`config.mk`:
```
export PLATFORM = sky130hd
export DESIGN_NAME = ddp_hdr_parse
export DESIGN_NICKNAME = d
export VERILOG_FILES = /design/src/rtl/ddp_hdr_parse.sv
export SDC_FILE = /design/constraint.sdc
export NUM_CORES = 1
export LEC_CHECK = 0
export BUFFER_PORTS_ARGS = -buffer_cell sky130_fd_sc_hd__buf_2
export CAP_MARGIN = 20
export CORE_MARGIN = 2
export CORE_UTILIZATION = 58
export DETAILED_ROUTE_END_ITERATION = 10
export PLACE_DENSITY = 0.88
export SYNTH_ARGS = -nofsm -noshare
export SYNTH_HDL_FRONTEND = slang
export SYNTH_SLANG_ARGS = --single-unit
```
`constraint.sdc`:
```
create_clock -name clock -period 9 [get_ports clock]
set_clock_uncertainty 0.05 [all_clocks]
set_input_delay 0.45 -clock clock [delete_from_list [all_inputs] [get_ports clock]]
set_output_delay 0.45 -clock clock [all_outputs]
set_load 0.01 [all_outputs]
```
`src/rtl/ddp_hdr_parse.sv`:
```
// DDP receive-side header parser: buffers DDP pieces, passes REQ/ACK straight through and
// reassembles tagged SEND pieces (PID 0..3) into one descriptor. Optional eop check: DDP_PARSE_EOP_CHECK_EN.
`timescale 1ns/1ps

`ifndef PKT_TID_RANGE
`define PKT_TID_RANGE 55:48
`endif
`ifndef PKT_DATA_NUM_RANGE
`define PKT_DATA_NUM_RANGE 47:40
`endif

module ddp_hdr_parse #(
  parameter int unsigned DEPTH = 4
) (
  input  logic        clock,
  input  logic        reset,
  input  logic [55:0] pkg2ParseRdmapHeader,
  input  logic [7:0]  pkg2ParseRdmapCtrl,
  input  logic [15:0] pkg2ParseDdpHeader,
  input  logic [7:0]  pkg2ParseDdpCtrl,
  input  logic        pkg2ParseValid,
  output logic        parseFull,
  input  logic        rdmapFull,
  output logic        parse2RdmapValid,
  output logic [55:0] parse2RdmapHeader,
  output logic [7:0]  parse2RdmapCtrl,
  output logic [35:0] parse2RdmapLen,
  output logic [15:0] parse2RdmapQN,
  output logic [2:0]  parse2RdmapNum,
  output logic        parseErr,
  output logic [2:0]  parseErrCode
);

  localparam int unsigned AW       = $clog2(DEPTH);
  localparam int unsigned EW       = 56 + 8 + 16 + 2;
  localparam logic [AW:0] FULL_CNT = (AW+1)'(DEPTH);
  localparam logic [3:0]  OP_SEND  = 4'b0000;
  localparam logic [3:0]  OP_REQ   = 4'b0011;
  localparam logic [3:0]  OP_ACK   = 4'b0111;

  typedef enum logic [1:0] {
    S_IDLE,
    S_ASSEMBLE,
    S_EMIT,
    S_DROP
  } state_t;

  state_t state_q, state_d;

  // Input FIFO
  logic [EW-1:0] mem_q [DEPTH];
  logic [AW-1:0] wr_ptr_q, wr_ptr_d;
  logic [AW-1:0] rd_ptr_q, rd_ptr_d;
  logic [AW:0]   count_q, count_d;
  logic          full, empty, push, pop;
  logic [EW-1:0] push_data;
  logic          ddp_ctrl_unused;

  // Descriptor and error registers
  logic [55:0] hdr_q, hdr_d;
  logic [7:0]  ctrl_q, ctrl_d;
  logic [35:0] len_q, len_d;
  logic [15:0] qn_q, qn_d;
  logic [2:0]  num_q, num_d;
  logic        err_q, err_d;
  logic [2:0]  err_code_q, err_code_d;

  // Head-of-FIFO fields
  logic [EW-1:0]             head;
  logic [55:0]               h_hdr;
  logic [7:0]                h_ctrl;
  logic [2:0]                h_pid;
  logic [3:0]                h_qn;
  logic [8:0]                h_len;
  logic                      h_sop, h_eop;
  logic [`PKT_TID_RANGE]     h_tid, tid_cur;
  logic [`PKT_DATA_NUM_RANGE] h_cnt, cnt_cur;
  logic                      h_send, h_untagged, h_badop;
  logic                      h_single, h_last;
  logic                      first_eop_bad, mid_eop_bad;

  assign full      = (count_q == FULL_CNT);
  assign empty     = (count_q == '0);
  assign push      = pkg2ParseValid & ~full;
  assign push_data = {pkg2ParseRdmapHeader, pkg2ParseRdmapCtrl, pkg2ParseDdpHeader,
                      pkg2ParseDdpCtrl[7:6]};
  assign ddp_ctrl_unused = ^pkg2ParseDdpCtrl[5:0];

  assign head   = mem_q[rd_ptr_q];
  assign h_hdr  = head[81:26];
  assign h_ctrl = head[25:18];
  assign h_pid  = head[17:15];
  assign h_qn   = head[14:11];
  assign h_len  = head[10:2];
  assign h_sop  = head[1];
  assign h_eop  = head[0];
  assign h_tid  = h_hdr[`PKT_TID_RANGE];
  assign h_cnt  = h_hdr[`PKT_DATA_NUM_RANGE];

  assign tid_cur = hdr_q[`PKT_TID_RANGE];
  assign cnt_cur = hdr_q[`PKT_DATA_NUM_RANGE];

  assign h_send     = (h_ctrl[3:0] == OP_SEND);
  assign h_untagged = (h_ctrl[3:0] == OP_REQ) || (h_ctrl[3:0] == OP_ACK);
  assign h_badop    = ~h_send & ~h_untagged;
  // A count of 0 is treated like 1 so a malformed header cannot stall ASSEMBLE forever.
  assign h_single   = (32'(h_cnt) <= 32'd1);
  assign h_last     = ((32'(h_pid) + 32'd1) == 32'(cnt_cur));

`ifdef DDP_PARSE_EOP_CHECK_EN
  assign first_eop_bad = (h_eop != h_single);
  assign mid_eop_bad   = (h_eop != h_last);
`else
  logic eop_unused;
  assign first_eop_bad = 1'b0;
  assign mid_eop_bad   = 1'b0;
  assign eop_unused    = h_eop;
`endif

  always_comb begin
    state_d    = state_q;
    hdr_d      = hdr_q;
    ctrl_d     = ctrl_q;
    len_d      = len_q;
    qn_d       = qn_q;
    num_d      = num_q;
    pop        = 1'b0;
    err_code_d = 3'd0;

    case (state_q)
      S_IDLE: begin
        if (!empty) begin
          pop = 1'b1;
          if (h_untagged) begin
            hdr_d   = h_hdr;
            ctrl_d  = h_ctrl;
            len_d   = '0;
            qn_d    = '0;
            num_d   = '0;
            state_d = S_EMIT;
          end else if (h_badop) begin
            err_code_d = 3'd5;
          end else begin
            if (!h_sop || (h_pid != 3'd0)) begin
              err_code_d = 3'd1;
            end else if (h_len == '0) begin
              err_code_d = 3'd4;
            end else if (first_eop_bad) begin
              err_code_d = 3'd6;
            end
            if (err_code_d != 3'd0) begin
              state_d = S_DROP;
            end else begin
              hdr_d       = h_hdr;
              ctrl_d      = h_ctrl;
              len_d       = '0;
              len_d[8:0]  = h_len - 9'd1;
              qn_d        = {h_qn, 12'd0};
              num_d       = 3'd1;
              state_d     = h_single ? S_EMIT : S_ASSEMBLE;
            end
          end
        end
      end

      S_ASSEMBLE: begin
        if (!empty) begin
          if (h_badop) begin
            pop        = 1'b1;
            err_code_d = 3'd5;
          end else begin
            if (h_sop) begin
              err_code_d = 3'd1;
            end else if (!h_send || (h_pid != num_q) || (h_pid > 3'd3)) begin
              err_code_d = 3'd2;
            end else if (h_tid != tid_cur) begin
              err_code_d = 3'd3;
            end else if (h_len == '0) begin
              err_code_d = 3'd4;
            end else if (mid_eop_bad) begin
              err_code_d = 3'd6;
            end
            // Offending head stays queued; DROP keeps it if it opens a new message.
            if (err_code_d != 3'd0) begin
              state_d = S_DROP;
            end else begin
              pop = 1'b1;
              for (int unsigned p = 0; p < 4; p++) begin
                if (h_pid == 3'(p)) begin
                  len_d[9*p +: 9]     = h_len - 9'd1;
                  qn_d[4*(3-p) +: 4]  = h_qn;
                end
              end
              num_d = num_q + 3'd1;
              if (h_last) begin
                state_d = S_EMIT;
              end
            end
          end
        end
      end

      S_EMIT: begin
        if (!rdmapFull) begin
          state_d = S_IDLE;
        end
      end

      S_DROP: begin
        if (!empty) begin
          if (h_sop && (h_pid == 3'd0)) begin
            state_d = S_IDLE;
          end else begin
            pop = 1'b1;
          end
        end
      end

      default: state_d = S_IDLE;
    endcase

    if ((err_code_d == 3'd0) && pkg2ParseValid && full) begin
      err_code_d = 3'd7;
    end
    err_d = (err_code_d != 3'd0);

    wr_ptr_d = wr_ptr_q + AW'(push);
    rd_ptr_d = rd_ptr_q + AW'(pop);
    count_d  = count_q + (AW+1)'(push) - (AW+1)'(pop);
  end

  always_ff @(posedge clock) begin
    if (push) begin
      mem_q[wr_ptr_q] <= push_data;
    end
  end

  always_ff @(posedge clock) begin
    if (reset) begin
      state_q    <= S_IDLE;
      wr_ptr_q   <= '0;
      rd_ptr_q   <= '0;
      count_q    <= '0;
      hdr_q      <= '0;
      ctrl_q     <= '0;
      len_q      <= '0;
      qn_q       <= '0;
      num_q      <= '0;
      err_q      <= 1'b0;
      err_code_q <= '0;
    end else begin
      state_q    <= state_d;
      wr_ptr_q   <= wr_ptr_d;
      rd_ptr_q   <= rd_ptr_d;
      count_q    <= count_d;
      hdr_q      <= hdr_d;
      ctrl_q     <= ctrl_d;
      len_q      <= len_d;
      qn_q       <= qn_d;
      num_q      <= num_d;
      err_q      <= err_d;
      err_code_q <= err_code_d;
    end
  end

  assign parseFull         = full;
  assign parse2RdmapValid  = (state_q == S_EMIT);
  assign parse2RdmapHeader = hdr_q;
  assign parse2RdmapCtrl   = ctrl_q;
  assign parse2RdmapLen    = len_q;
  assign parse2RdmapQN     = qn_q;
  assign parse2RdmapNum    = num_q;
  assign parseErr          = err_q;
  assign parseErrCode      = err_code_q;

endmodule

```
Yosys cells after proc, flatten, opt, wreduce, memory -nomap -nowiden
Memory sizes are Yosys's and may differ from the RTL's. A register that Yosys moved wholly into a read port is not among the register bits.
Index checks and enable logic that the tools add are counted.
W data, S select, Z words.
{"block": "totals", "register_bits": 132, "mem_bits_rw": 328, "input_bits": 92, "out_inout_bits": 125, "wordCells": 168, "memories": 1}
{"block": "classes", "add_sub_neg": 7, "magnitude_cmp": 2, "eq_ne": 28, "muxes": 80, "bitwise": 6, "n_reduce_logical": 27}
{"memory": "mem_q", "depth": 4, "width": 82, "rd": 1, "rd_ports_with_merged_regs": 1, "wr": 1, "line": "51", "source": "logic [EW-1:0] mem_q [DEPTH];"}
{"op": "$mux W36", "n": 7}
{"op": "$mux W56", "n": 3}
{"op": "$mux W16", "n": 7}
{"op": "$mux W3", "n": 25}
{"op": "$pmux W36 S2", "n": 1}
{"op": "$reduce_and A8 Y1", "n": 5}
{"op": "$mux W9", "n": 4}
{"op": "$pmux W16 S2", "n": 1}
{"op": "$mux W2", "n": 13}
{"op": "$ne A2 B2 Y1 const B", "n": 13}
{"op": "$mux W8", "n": 3}
{"op": "$mux W4", "n": 4}
{"op": "$pmux W3 S2", "n": 2}
{"op": "$reduce_bool A3 Y1", "n": 4}
{"op": "$logic_not A3 Y1", "n": 3}
{"op": "$logic_not A9 Y1", "n": 1}
{"op": "$ne A3 B3 Y1 const B", "n": 3}
{"op": "$sub A9 B1 Y9 const B", "n": 1}
{"op": "$eq A4 B8 Y1", "n": 1}
{"op": "$le A8 B1 Y1 const B", "n": 1}
{"op": "$mux W1", "n": 8}
{"op": "$ne A8 B8 Y1", "n": 1}
{"op": "$pmux W2 S4", "n": 1}
{"op": "$reduce_and A7 Y1", "n": 1}
{"op": "24 further kinds", "n": 37}

Longest topological paths before layout
Gate-level depths: netlist of the first run.
{"block": "depth", "ltp_word": 17, "ltp_mapped": 19, "ltp_nobuf": 16}

Worst setup path before layout of the first run
Ideal clock, no wire load.
{"block": "synth_timing", "kind": "flip-flop to flip-flop", "startpoint": "register count_q[1]", "endpoint": "memory mem_q[0][10] in the netlist's numbering, enable pin", "setup_time_ps": 636, "arrival_time_ps": 6792, "required_ps": 8314, "setup_slack_ps": 1522, "path_stages_with_launch": 5, "path_buffers": 1, "period_less_slack_ps": 7478, "path_cell_list": "dfxtp_1 nor3b_1 nor2b_1 clkbuf_1 nor3b_1"}
{"block": "synth_between", "elab_chain_cells": 5}
{"item": "start, declared", "line": "54", "source": "logic [AW:0] count_q, count_d;"}
{"item": "start signal, assigned", "line": "255", "source": "count_q <= count_d;"}
{"item": "$eq A3 B3 Y1", "line": "82", "source": "assign full = (count_q == FULL_CNT);"}
{"item": "named net parseFull", "line": "22", "source": "output logic parseFull,"}
{"item": "$not A1 Y1", "line": "84", "source": "assign push = pkg2ParseValid & ~full;"}
{"item": "$and A1 B1 Y1", "line": "84"}
{"item": "$mux W1", "line": "233", "source": "if (push) begin"}
{"item": "$mux W1 (not written as such)", "line": "234", "source": "mem_q[wr_ptr_q] <= push_data;"}
{"item": "end, declared", "line": "51"}
The timed path passes the listed nets, and every way through them passes these cells.

==> qor.csv, run 1 <==
metric,value,unit
outcome,finished clean,
cpMaxStageDelayCell,dfxtp_4,
start_util,58.93,%
drv_cap,0,
wl_per_cell,20.41,um
setup_viol,0,
ys_types,61,
postCtsSetupRepairBufs,0,
grtUsageMet1,28.66,%
synthFlopType,edfxtp_1,
cts_buffer_depth,3,
cts_max_level,2,
grt_use_met3,5.334,%
cts_hold_buf,0,
clockRootBuffer,clkbuf_16,
finalCritPeriodShare,58.42,%
grt_pass1_vias,10090,
rsz0062_at_grt,no,
grt_max_degree,75,
wirelength,35.27,mm
cp.arrival,5.60,ns
die_h,177.8,um
powerDensity,286.9,nW/um^2
synth_edf_count,324,
maxSlewViolCount,0,
peakVddDrop,181.1,uV
rows,63,
io-pin-count,217,
r2r_setup_slack,3.74,ns
yosys_warnings,0,
dpl.hpwl,21.83,mm
dr.pass1.iters,5,
r2r_cells,14,
initialDrtViolationCount,983,
vias,9945,
yosysSeqAreaShare,70.65,%
clock-sinks,456,
busiest_layer,met2,
min_from,pkg2ParseDdpCtrl[7],
fillers,1918,
ys_async_sr_fraction,0,%
nets,1398,
dieArea,31600,sq um
worst_slew_pin_slew,0.8945,ns
cts-resized-gates,0,
holdPathEnd,mem_q[2][1]$_DFFE_PP_,
fmax,0.1902,GHz
drcViolationCount,0,
drive_gt1_share,29.92,%
ys_ff_latch,456,
reg2reg_from,rd_ptr_q[0]$_SDFF_PP0_,
max_stage_delay,0.88,ns
overflow,0,
holdPathStages,1,
syn_area_per_cell,16.11,sq um
slew_headroom,40.37,%
synth_fp_nets,1190,
p_leak,7.373,nW
place_congestion,0.8761,
insertion_delay,0.54,ns
required,9.34,ns
finalCriticalPeriod,5.258,ns
grt_usage,22.50,%
crit_type,flop to flop,
cpMostUsedCell,xor2_1,
path_cells,"buf_4, mux4_2, nor4_4, and3_1, o2111a_2, and2_4, o31a_1, xor2_1, ha_1, inv_1, fa_1, xor2_1, xnor2_1, nor2_1",
syn2layout_area_growth,16.15,%
cp-end-kind,flop,
coreArea,29720,sq um
syn_area,17510,sq um
cts_buffers,44,
multi_input_area,4832,sq um
antenna_found_initial,11,
grt_util_met2,38.49,%
via_per_inst,5.755,
crit_path_start_kind,flop,
fin_tns_setup,0,ns
clk_pin_slew,0.06,ns
ff_latch_area,12380,sq um
r2r_end,count_q[2]$_SDFF_PP0_,
hold_violations,0,
dieWidth,177.8,um
cp_max_fo,44,
hold_class,input port to flop,
io_buffers,209,
holdWs,0.07084,ns
ant_nets,0,
cts_tree,done,
grt_pass1_wl,54.63,mm
synthCells,1087,
cell usage in the layout, fill, tap and decap left out, types with 4 or more instances in the layout:
master | netlist | final
edfxtp_1 | 324 | 324
a21oi_1 | 69 | 69
mux4_2 | 81 | 81
buf_2 | 14 | 208
clkbuf_16 | 0 | 45
clkinv_2 | 0 | 6
buf_4 | 0 | 12
mux2i_1 | 35 | 35
and2_1 | 5 | 5
o2bb2ai_1 | 14 | 14
ha_1 | 10 | 10
inv_1 | 9 | 9
xnor2_1 | 10 | 10
xor2_1 | 14 | 14
clkbuf_1 | 32 | 12
diode_2 | 0 | 8
nor3_1 | 6 | 6
and3_1 | 5 | 4
nand3_1 | 7 | 7
clkinv_1 | 0 | 5
nand2_1 | 153 | 153
nand2b_1 | 42 | 42
clkbuf_8 | 0 | 5
nor2b_1 | 13 | 13
dfxtp_1 | 132 | 130
nor2_1 | 28 | 26
o21ai_0 | 5 | 5
nor4_1 | 4 | 4
worst max-delay path, delay by kind of cell (launching register included):
| family | cells | cell delay [ns] |
|---|---|---|
| compound gates | 2 | 0.49 |
| xor+xnor | 3 | 0.49 |
| fa+ha+maj | 2 | 0.55 |
| buf+inv | 2 | 0.88 |
| flops | 1 | 0.88 |
| mux | 1 | 0.66 |
| simple gates | 4 | 1.06 |
where the power goes:
part / switching, mW / internal [mW]
Combinational: 0.747 / 0.609
Sequential: 0.160 / 2.51
Clock: 0.749 / 1.06
Total: 1.66 / 4.18
stage by stage:
stage	std cells	total power, mW	setup slack, ns	utilization (%)	cell area (sq um)
final	1728	5.836	3.742	68.45	20340
after global routing	1725	6.107	3.295	68.42	20330
after CTS	1719	5.888	3.640	68.31	20300
after detailed placement	1638	4.082	3.674	63.48	18860
after global placement	1638	4.028	3.722	63.48	18860
after floorplan	1087	3.735	1.522	-	17510
logic make-up (layout without fill, tap and decap cells):
| family | after synthesis | count (layout) | synth area share [%] |
|---|---|---|---|
| flip-flops | 456 | 456 | 70.65 |
| AND/OR/NAND/NOR | 284 | 284 | 7.938 |
| multiplexers | 124 | 124 | 13.00 |
| AO/OA/AOI/OAI | 120 | 120 | 4.487 |
| buffers and inverters | 68 | 311 | 1.901 |
| XOR/XNOR | 24 | 24 | 1.200 |
| adder cells (fa/ha/maj) | 11 | 11 | 0.8288 |
| other | 0 | 8 | 0 |
worst max path at each step:
stage | endpoint | depth (start not counted) | slack [ns] | start
final | count_q[2]$_SDFF_PP0_ | 14 | 3.74 | rd_ptr_q[0]$_SDFF_PP0_
after global routing | count_q[2]$_SDFF_PP0_ | 14 | 3.30 | rd_ptr_q[0]$_SDFF_PP0_
after CTS | count_q[2]$_SDFF_PP0_ | 14 | 3.64 | rd_ptr_q[0]$_SDFF_PP0_
after detailed placement | count_q[2]$_SDFF_PP0_ | 14 | 3.67 | rd_ptr_q[0]$_SDFF_PP0_
after global placement | count_q[2]$_SDFF_PP0_ | 14 | 3.72 | rd_ptr_q[0]$_SDFF_PP0_
after floorplan | mem_q[0][10]$_DFFE_PP_ | 4 | 1.52 | count_q[1]$_SDFF_PP0_
layout make-up:
class	count	share of cell area [%]
antenna	8	0.09842
inverter	9	0.1661
sequential	456	60.86
timing repair buffer	221	5.659
multi-input combinational	563	23.76
tap	390	2.399
clock buffer	64	6.157
clock inverter	17	0.9042
registers in the layout, indices dropped and copies added (netlist names):
register / cells
rd_ptr_q: 2
mem_q: 324
parse2RdmapLen: 36
wr_ptr_q: 2
parse2RdmapQN: 16
count_q: 3
parse2RdmapNum: 3
parse2RdmapCtrl: 8
state_q: 2
parse2RdmapHeader: 56
parseErr: 1
parseErrCode: 3
cell usage after synthesis, types with 3 or more instances:
cell | instances | area (sq um)
or2_2 | 3 | 18.77
mux2i_1 | 35 | 350.3
buf_1 | 5 | 18.77
dfxtp_1 | 132 | 2643
nand2_1 | 153 | 574.3
clkbuf_1 | 32 | 120.1
buf_6 | 8 | 90.09
inv_1 | 9 | 33.78
and3_1 | 5 | 31.28
and2_1 | 5 | 31.28
xor2_1 | 14 | 122.6
mux4_2 | 81 | 1824
o2bb2ai_1 | 14 | 122.6
o41ai_1 | 3 | 26.28
a21o_1 | 3 | 22.52
mux2_2 | 3 | 33.78
xnor2_1 | 10 | 87.58
a31o_2 | 3 | 26.28
nor2b_1 | 13 | 81.33
nand2b_1 | 42 | 262.8
buf_2 | 14 | 70.07
nor2_1 | 28 | 105.1
nand3_1 | 7 | 35.03
a31oi_1 | 3 | 18.77
edfxtp_1 | 324 | 9729
o31a_1 | 3 | 26.28
o21ai_0 | 5 | 25.02
ha_1 | 10 | 125.1
nor3_1 | 6 | 30.03
nor4_1 | 4 | 25.02
a21oi_1 | 69 | 345.3
mux2_4 | 3 | 45.04
metal layers:
metal	vias up	wire length, um
met5	-	40
met4	8	881
met3	74	2675
met2	376	17630
met1	4944	14050
li1	4543	-
Power figures use the tool's default switching activity.
==> inputs of run 2 (changes only) <==
--- a/config.mk
+++ b/config.mk
@@ -8,9 +8,9 @@
 export BUFFER_PORTS_ARGS = -buffer_cell sky130_fd_sc_hd__buf_2
 export CAP_MARGIN = 20
 export CORE_MARGIN = 2
-export CORE_UTILIZATION = 58
+export CORE_UTILIZATION = 52
 export DETAILED_ROUTE_END_ITERATION = 10
-export PLACE_DENSITY = 0.88
+export PLACE_DENSITY = 0.84
 export SYNTH_ARGS = -nofsm -noshare
 export SYNTH_HDL_FRONTEND = slang
 export SYNTH_SLANG_ARGS = --single-unit
==> constraint.sdc (replaced) <==
create_clock -name clock -period 4.4 [get_ports clock]
set_clock_uncertainty 0.05 [all_clocks]
set_input_delay 0.22 -clock clock [delete_from_list [all_inputs] [get_ports clock]]
set_output_delay 0.22 -clock clock [all_outputs]
set_load 0.01 [all_outputs]
==> run 2 against run 1 <==
Against the previous run:
- sequential share of layout area down 3.3 points
- count of clock-buffer cells in the layout is the same
- cell area rose by 5.7%
- global-route usage fell by 1.3 points
==> qor.csv, run 2 (synthesis results as in run 1) <==
metric,value,unit,change
outcome,finished clean,,
fmax,0.2434,GHz,+28%
mostFrequentLayoutCells,"edfxtp_1 (324), buf_2 (208), nand2_1 (153)",,
finalCriticalPeriod,4.108,ns,-1.150 ns
rows,67,,+6.3%
cp-end-kind,flop,,
peakVddDrop,384.1,uV,+110%
via_per_inst,5.477,,-4.8%
multi_input_area,4838,sq um,+0.13%
top_register,mem_q,,
slew_headroom,29.94,%,-10 points
ff_latch_area,12380,sq um,unchanged
initialDrtViolationCount,580,,-41%
dieWidth,187.5,um,+5.5%
dr.pass1.iters,7,,+2
dpl.hpwl,22.17,mm,+1.6%
drv_cap,0,,unchanged
cts_max_level,2,,unchanged
grt_pass1_vias,10580,,+4.8%
dieArea,35160,sq um,+11%
fillers,2372,,+24%
cts-resized-gates,0,,unchanged
grt_pass1_wl,58.28,mm,+6.7%
insertion_delay,0.55,ns,about the same
crit_path_start_kind,flop,,
finalCritPeriodShare,93.36,%,+35 points
start_util,52.49,%,-6.4 points
clk_pin_slew,0.06,ns,about the same
pre_cts_ws,0.3352,ns,-3.338 ns
maxSlewViolCount,0,,unchanged
clock-sinks,456,,unchanged
vias,10260,,+3.2%
final_common_cell,edfxtp_1,,
hold_class,input port to flop,,
setup_slack,0.2923,ns,-3.450 ns
largest_reg_flops,324,,unchanged
rsz0062_at_grt,no,,
setup_viol,0,,unchanged
cp_max_fo,9,,-80%
place_congestion,0.8722,,-0.45%
cts_tree,done,,
overflow,0,,unchanged
powerDensity,578.1,nW/um^2,+100%
antenna_found_initial,0,,-11
cts_buffers,45,,+2.3%
ant_nets,0,,unchanged
drive_gt1_share,29.12,%,-0.80 points
holdWs,0.04648,ns,-0.02436 ns
grt_max_degree,97,,+29%
grt_usage,21.21,%,-1.3 points
worst_slew_pin_slew,1.051,ns,+0.1564 ns
final_util,64.42,%,-4.0 points
wl_per_cell,19.87,um,-2.7%
io_buffers,209,,unchanged
drcViolationCount,0,,unchanged
stdcell_count,1873,,+8.4%
nets,1491,,+6.7%
p_leak,7.845,nW,+6.4%
crit_type,flop to flop,,
hold_violations,0,,unchanged
clockRootBuffer,clkbuf_16,,
syn2layout_area_growth,22.73,%,
die_h,187.5,um,+5.5%
coreArea,33360,sq um,+12%
io-pin-count,217,,unchanged
cp.arrival,4.45,ns,-1.15 ns
required,4.74,ns,-4.60 ns
cts_buffer_depth,3,,unchanged
dp.cells,1706,,+4.2%
wirelength,37.22,mm,+5.5%
num_antenna_cells,0,,-8
## run 2: critical path, stage by stage, from the launching register on
cell,delay [ns]
dfxtp_4,0.43
mux4_2,0.61
ha_1,0.25
ha_1,0.24
or2_2,0.29
o22ai_1,0.13
a211oi_1,0.13
o2111a_2,0.28
and2_4,0.16
o31a_1,0.31
xor2_1,0.15
ha_1,0.16
inv_1,0.05
fa_1,0.37
xor2_1,0.17
xnor2_1,0.13
nor2_1,0.05
## run 2: final timing paths
kind / from / to / slack [ns] / depth (start not counted)
worst max register to register: rd_ptr_q[0]$_SDFF_PP0_ / count_q[2]$_SDFF_PP0_ / 0.29 / 16
worst min register to register: parse2RdmapCtrl[3]$_SDFFE_PP0P_ / parse2RdmapCtrl[3]$_SDFFE_PP0P_ / 0.38 / 2
worst max-delay path: rd_ptr_q[0]$_SDFF_PP0_ / count_q[2]$_SDFF_PP0_ / 0.29 / 16
worst min-delay path: rdmapFull / state_q[0]$_SDFFE_PP0P_ / 0.05 / 4
## run 2: layout make-up
type,instances,share of cell area (%)
inverters,9,0.1572
multi-input cells,563,22.51
clock inverters,20,1.234
repair buffers,313,9.652
clock buffers,64,6.241
well taps,448,2.608
flip-flops and latches,456,57.60
## run 2: metal layers
| metal | wire, um | global-route usage (%) |
|---|---|---|
| met5 | 0 | 0 |
| met4 | 708 | 5.784 |
| met3 | 2398 | 4.380 |
| met2 | 18700 | 36.90 |
| met1 | 15410 | 27.29 |
## run 2: where the power goes
part	leakage [nW]	internal, mW	total [mW]	switching [mW]
Clock	0.777	2.44	4.03	1.59
Sequential	4.04	5.14	5.39	0.246
Combinational	3.03	1.34	3.01	1.67
Total	7.84	8.92	12.4	3.51
## run 2: stage by stage
step                      area, sq um  TNS [ns]  power, mW
after detailed placement        19060         0      8.424
after floorplan                 17520    -15.02      7.616
after global routing            21490         0      12.97
after global placement          19060         0      8.340
final                           21490         0      12.43
after CTS                       21490         0      12.53
## run 2: what timing repair did
item	in CTS	in global routing
hold endpoints to repair	327	0
buffers inserted	0	0
hold buffers	83	0
==> inputs of run 3 (changes only) <==
--- a/config.mk
+++ b/config.mk
@@ -5,12 +5,13 @@
 export SDC_FILE = /design/constraint.sdc
 export NUM_CORES = 1
 export LEC_CHECK = 0
+export ABC_AREA = 1
 export BUFFER_PORTS_ARGS = -buffer_cell sky130_fd_sc_hd__buf_2
 export CAP_MARGIN = 20
 export CORE_MARGIN = 2
 export CORE_UTILIZATION = 52
 export DETAILED_ROUTE_END_ITERATION = 10
-export PLACE_DENSITY = 0.84
+export PLACE_DENSITY = 0.83
 export SYNTH_ARGS = -nofsm -noshare
 export SYNTH_HDL_FRONTEND = slang
 export SYNTH_SLANG_ARGS = --single-unit
==> run 3 against run 2 <==
Against the previous run:
- count of clock-buffer cells in the layout fell by 4
- synthesized cell count rose by 58%
- global-route usage rose by 3.6 points
- routed wire length rose by 23%
- non-clock buffer count fell by 7
- final cell count rose by 32%
- flip-flop and latch count did not move
- combinational power rose by 49%
- cell area rose by 1.6%
- via count rose by 33%
- critical path type unchanged
- highest routed layer is now met5
==> qor.csv, run 3 <==
metric,value,unit,change
powerDensity,638.7,nW/um^2,+10%
stdcell_count,2465,,+32%
place_congestion,0.8222,,-5.7%
p_leak,8.668,nW,+10%
dieWidth,190.3,um,+1.5%
io-pin-count,217,,unchanged
coreArea,34370,sq um,+3.0%
via_per_inst,5.545,,+1.2%
max_stage_delay,0.64,ns,+0.03 ns
fin_tns_setup,0,ns,unchanged
insertion_delay,0.54,ns,about the same
yosysSeqAreaShare,68.54,%,-2.1 points
clk_pin_slew,0.06,ns,about the same
rsz0062_at_grt,no,,
yosys_warnings,0,,unchanged
yosys-top-cells-area,"edfxtp_1 (54%), dfxtp_1 (15%), nand2_1 (6.7%)",,
cts_tree,done,,
postCtsSetupRepairBufs,0,,unchanged
maxSlewViolCount,0,,unchanged
outcome,finished clean,,
cts_buffer_depth,3,,unchanged
cts_max_level,2,,unchanged
clockRootBuffer,clkbuf_16,,
cpMostUsedCell,nand2_1,,
rows,68,,+1.5%
top_register,mem_q,,
drcViolationCount,0,,unchanged
largest_reg_flops,324,,unchanged
p_total,13.95,mW,+12%
initialDrtViolationCount,1077,,+86%
ys_async_sr_fraction,0,%,unchanged
fin_area,21850,sq um,+1.6%
setup_slack,0.4217,ns,+0.1294 ns
overflow,0,,unchanged
cp.arrival,4.39,ns,-0.06 ns
peakVddDrop,444.7,uV,+16%
synth_edf_count,324,,unchanged
dp.cells,2297,,+35%
die_h,190.3,um,+1.5%
path_cells,"buf_4, nand2_1, a32oi_1, inv_1, ha_1, nand2_1, nor2_1, nand2_1, nor2_1, nor2_1, nand3_2, a21boi_4, nand3_4, nand2_1, nand2_1, nor2_1",,
mostFrequentLayoutCells,"edfxtp_1 (324), nand2_1 (323), nor2_1 (323)",,
clock-sinks,456,,unchanged
syn_area,18050,sq um,+3.1%
slew_headroom,31.14,%,+1.2 points
ys_ff_latch,456,,unchanged
hold_class,input port to flop,,
finalCritPeriodShare,90.42,%,-2.9 points
synthCells,1713,,+58%
setup_viol,0,,unchanged
syn_area_per_cell,10.54,sq um,-35%
vias,13670,,+33%
grt_usage,24.86,%,+3.6 points
dr.pass1.iters,7,,unchanged
synthTopCellsByCount,"edfxtp_1 (324), nand2_1 (324), nor2_1 (323), o21ai_0 (170), dfxtp_1 (132)",,
wirelength,45.67,mm,+23%
worst_slew_pin_slew,1.029,ns,-0.02181 ns
final_common_cell,edfxtp_1,,
start_util,52.51,%,about the same
antenna_found_initial,2,,+2
syn2layout_area_growth,21.03,%,
yosysTopAreaCell,edfxtp_1,,
pre_cts_ws,0.4715,ns,+0.1364 ns
grt_pass1_wl,70.49,mm,+21%
hold_violations,0,,unchanged
ys_types,34,,-44%
place_area,19490,sq um,+2.3%
cpMaxStageDelayCell,buf_4,,
grt_max_degree,89,,-8.2%
dpl.hpwl,25.31,mm,+14%
crit_path_start_kind,flop,,
finalCriticalPeriod,3.978,ns,-0.1294 ns
dieArea,36220,sq um,+3.0%
crit_type,flop to flop,,
drive_gt1_share,15.74,%,-13 points
cts_buffers,46,,+2.2%
io_buffers,209,,unchanged
holdWs,0.04044,ns,-0.006047 ns
synth_fp_nets,1816,,+53%
nets,2074,,+39%
yosys.area.top_type_share,53.90,%,-1.7 points
final_util,63.56,%,-0.86 points
required,4.81,ns,+0.07 ns
cp-end-kind,flop,,
wl_per_cell,18.53,um,-6.8%
grt_pass1_vias,13470,,+27%
fmax,0.2514,GHz,+3.3%
cp_max_fo,78,,+69
ant_nets,0,,unchanged
synthFlopType,edfxtp_1,,
drv_cap,0,,unchanged
## run 3: cell types whose count changed in the layout (fill, tap and decap cells not counted), sizes merged, moves of 43 or more
| cell | before | now |
|---|---|---|
| inv | 10 | 75 |
| nor2 | 28 | 325 |
| o21ai | 5 | 172 |
| mux4 | 81 | 0 |
| o22ai | 2 | 45 |
| nand2 | 153 | 324 |
| nand3 | 7 | 78 |
## run 3: where the power goes
part / total (mW) / switching [mW] / leakage, nW / internal [mW]
registers: 5.53 / 0.267 / 4.04 / 5.26
logic: 4.48 / 3.09 / 3.88 / 1.39
clock network: 3.95 / 1.62 / 0.754 / 2.32
## run 3: cells by family after synthesis
logic type | count (synthesis) | share of synthesized area, %
simple gates | 769 | 17.25
flops | 456 | 68.54
compound gates | 294 | 8.942
buf+inv | 171 | 3.882
xor+xnor | 12 | 0.5823
fa+ha+maj | 11 | 0.8041
## run 3: repair_timing
| item | in CTS | in global routing |
|---|---|---|
| gates resized for setup | 0 | 0 |
| endpoints found under the hold margin | 324 | 0 |
| endpoints found under the setup margin | 0 | 0 |
| hold buffers | 81 | 0 |
## run 3: worst max-delay path, delay by kind of cell (launching register included)
family | cells | cell delay [ns]
AOI/OAI and AO/OA | 2 | 1.06
DFF | 1 | 0.36
buffers and inverters | 2 | 0.76
adders and majority gates | 1 | 0.20
and+or+nand+nor | 11 | 1.44
## run 3: layout make-up
type	count	area, sq um
flip-flops and latches	456	12380
repair buffers	306	2039
well taps	455	569.3
inverters	75	286.5
clock inverters	24	245.2
diodes	3	7.507
multi-input cells	1086	5025
clock buffers	60	1296
fillers	2571	12530
## run 3: worst paths after layout
check                                  startpoint                         endpoint  slack [ns]  depth (start not counted)
hold / removal                     pkg2ParseValid       parseErrCode[1]$_SDFF_PP0_        0.04                          5
setup / recovery           rd_ptr_q[0]$_SDFF_PP0_  parse2RdmapLen[24]$_SDFFE_PP0P_        0.42                         16
hold reg to reg   parse2RdmapCtrl[3]$_SDFFE_PP0P_  parse2RdmapCtrl[3]$_SDFFE_PP0P_        0.41                          2
setup reg to reg           rd_ptr_q[0]$_SDFF_PP0_  parse2RdmapLen[24]$_SDFFE_PP0P_        0.42                         16
## run 3: routing by layer
layer | part of all wire [%] | wire, um | track usage, %
met1 | 39 | 17950 | 31.35
met2 | 50 | 22780 | 43.24
met3 | 8.3 | 3782 | 4.582
met4 | 2.5 | 1141 | 8.408
met5 | 0.028 | 13 | 0
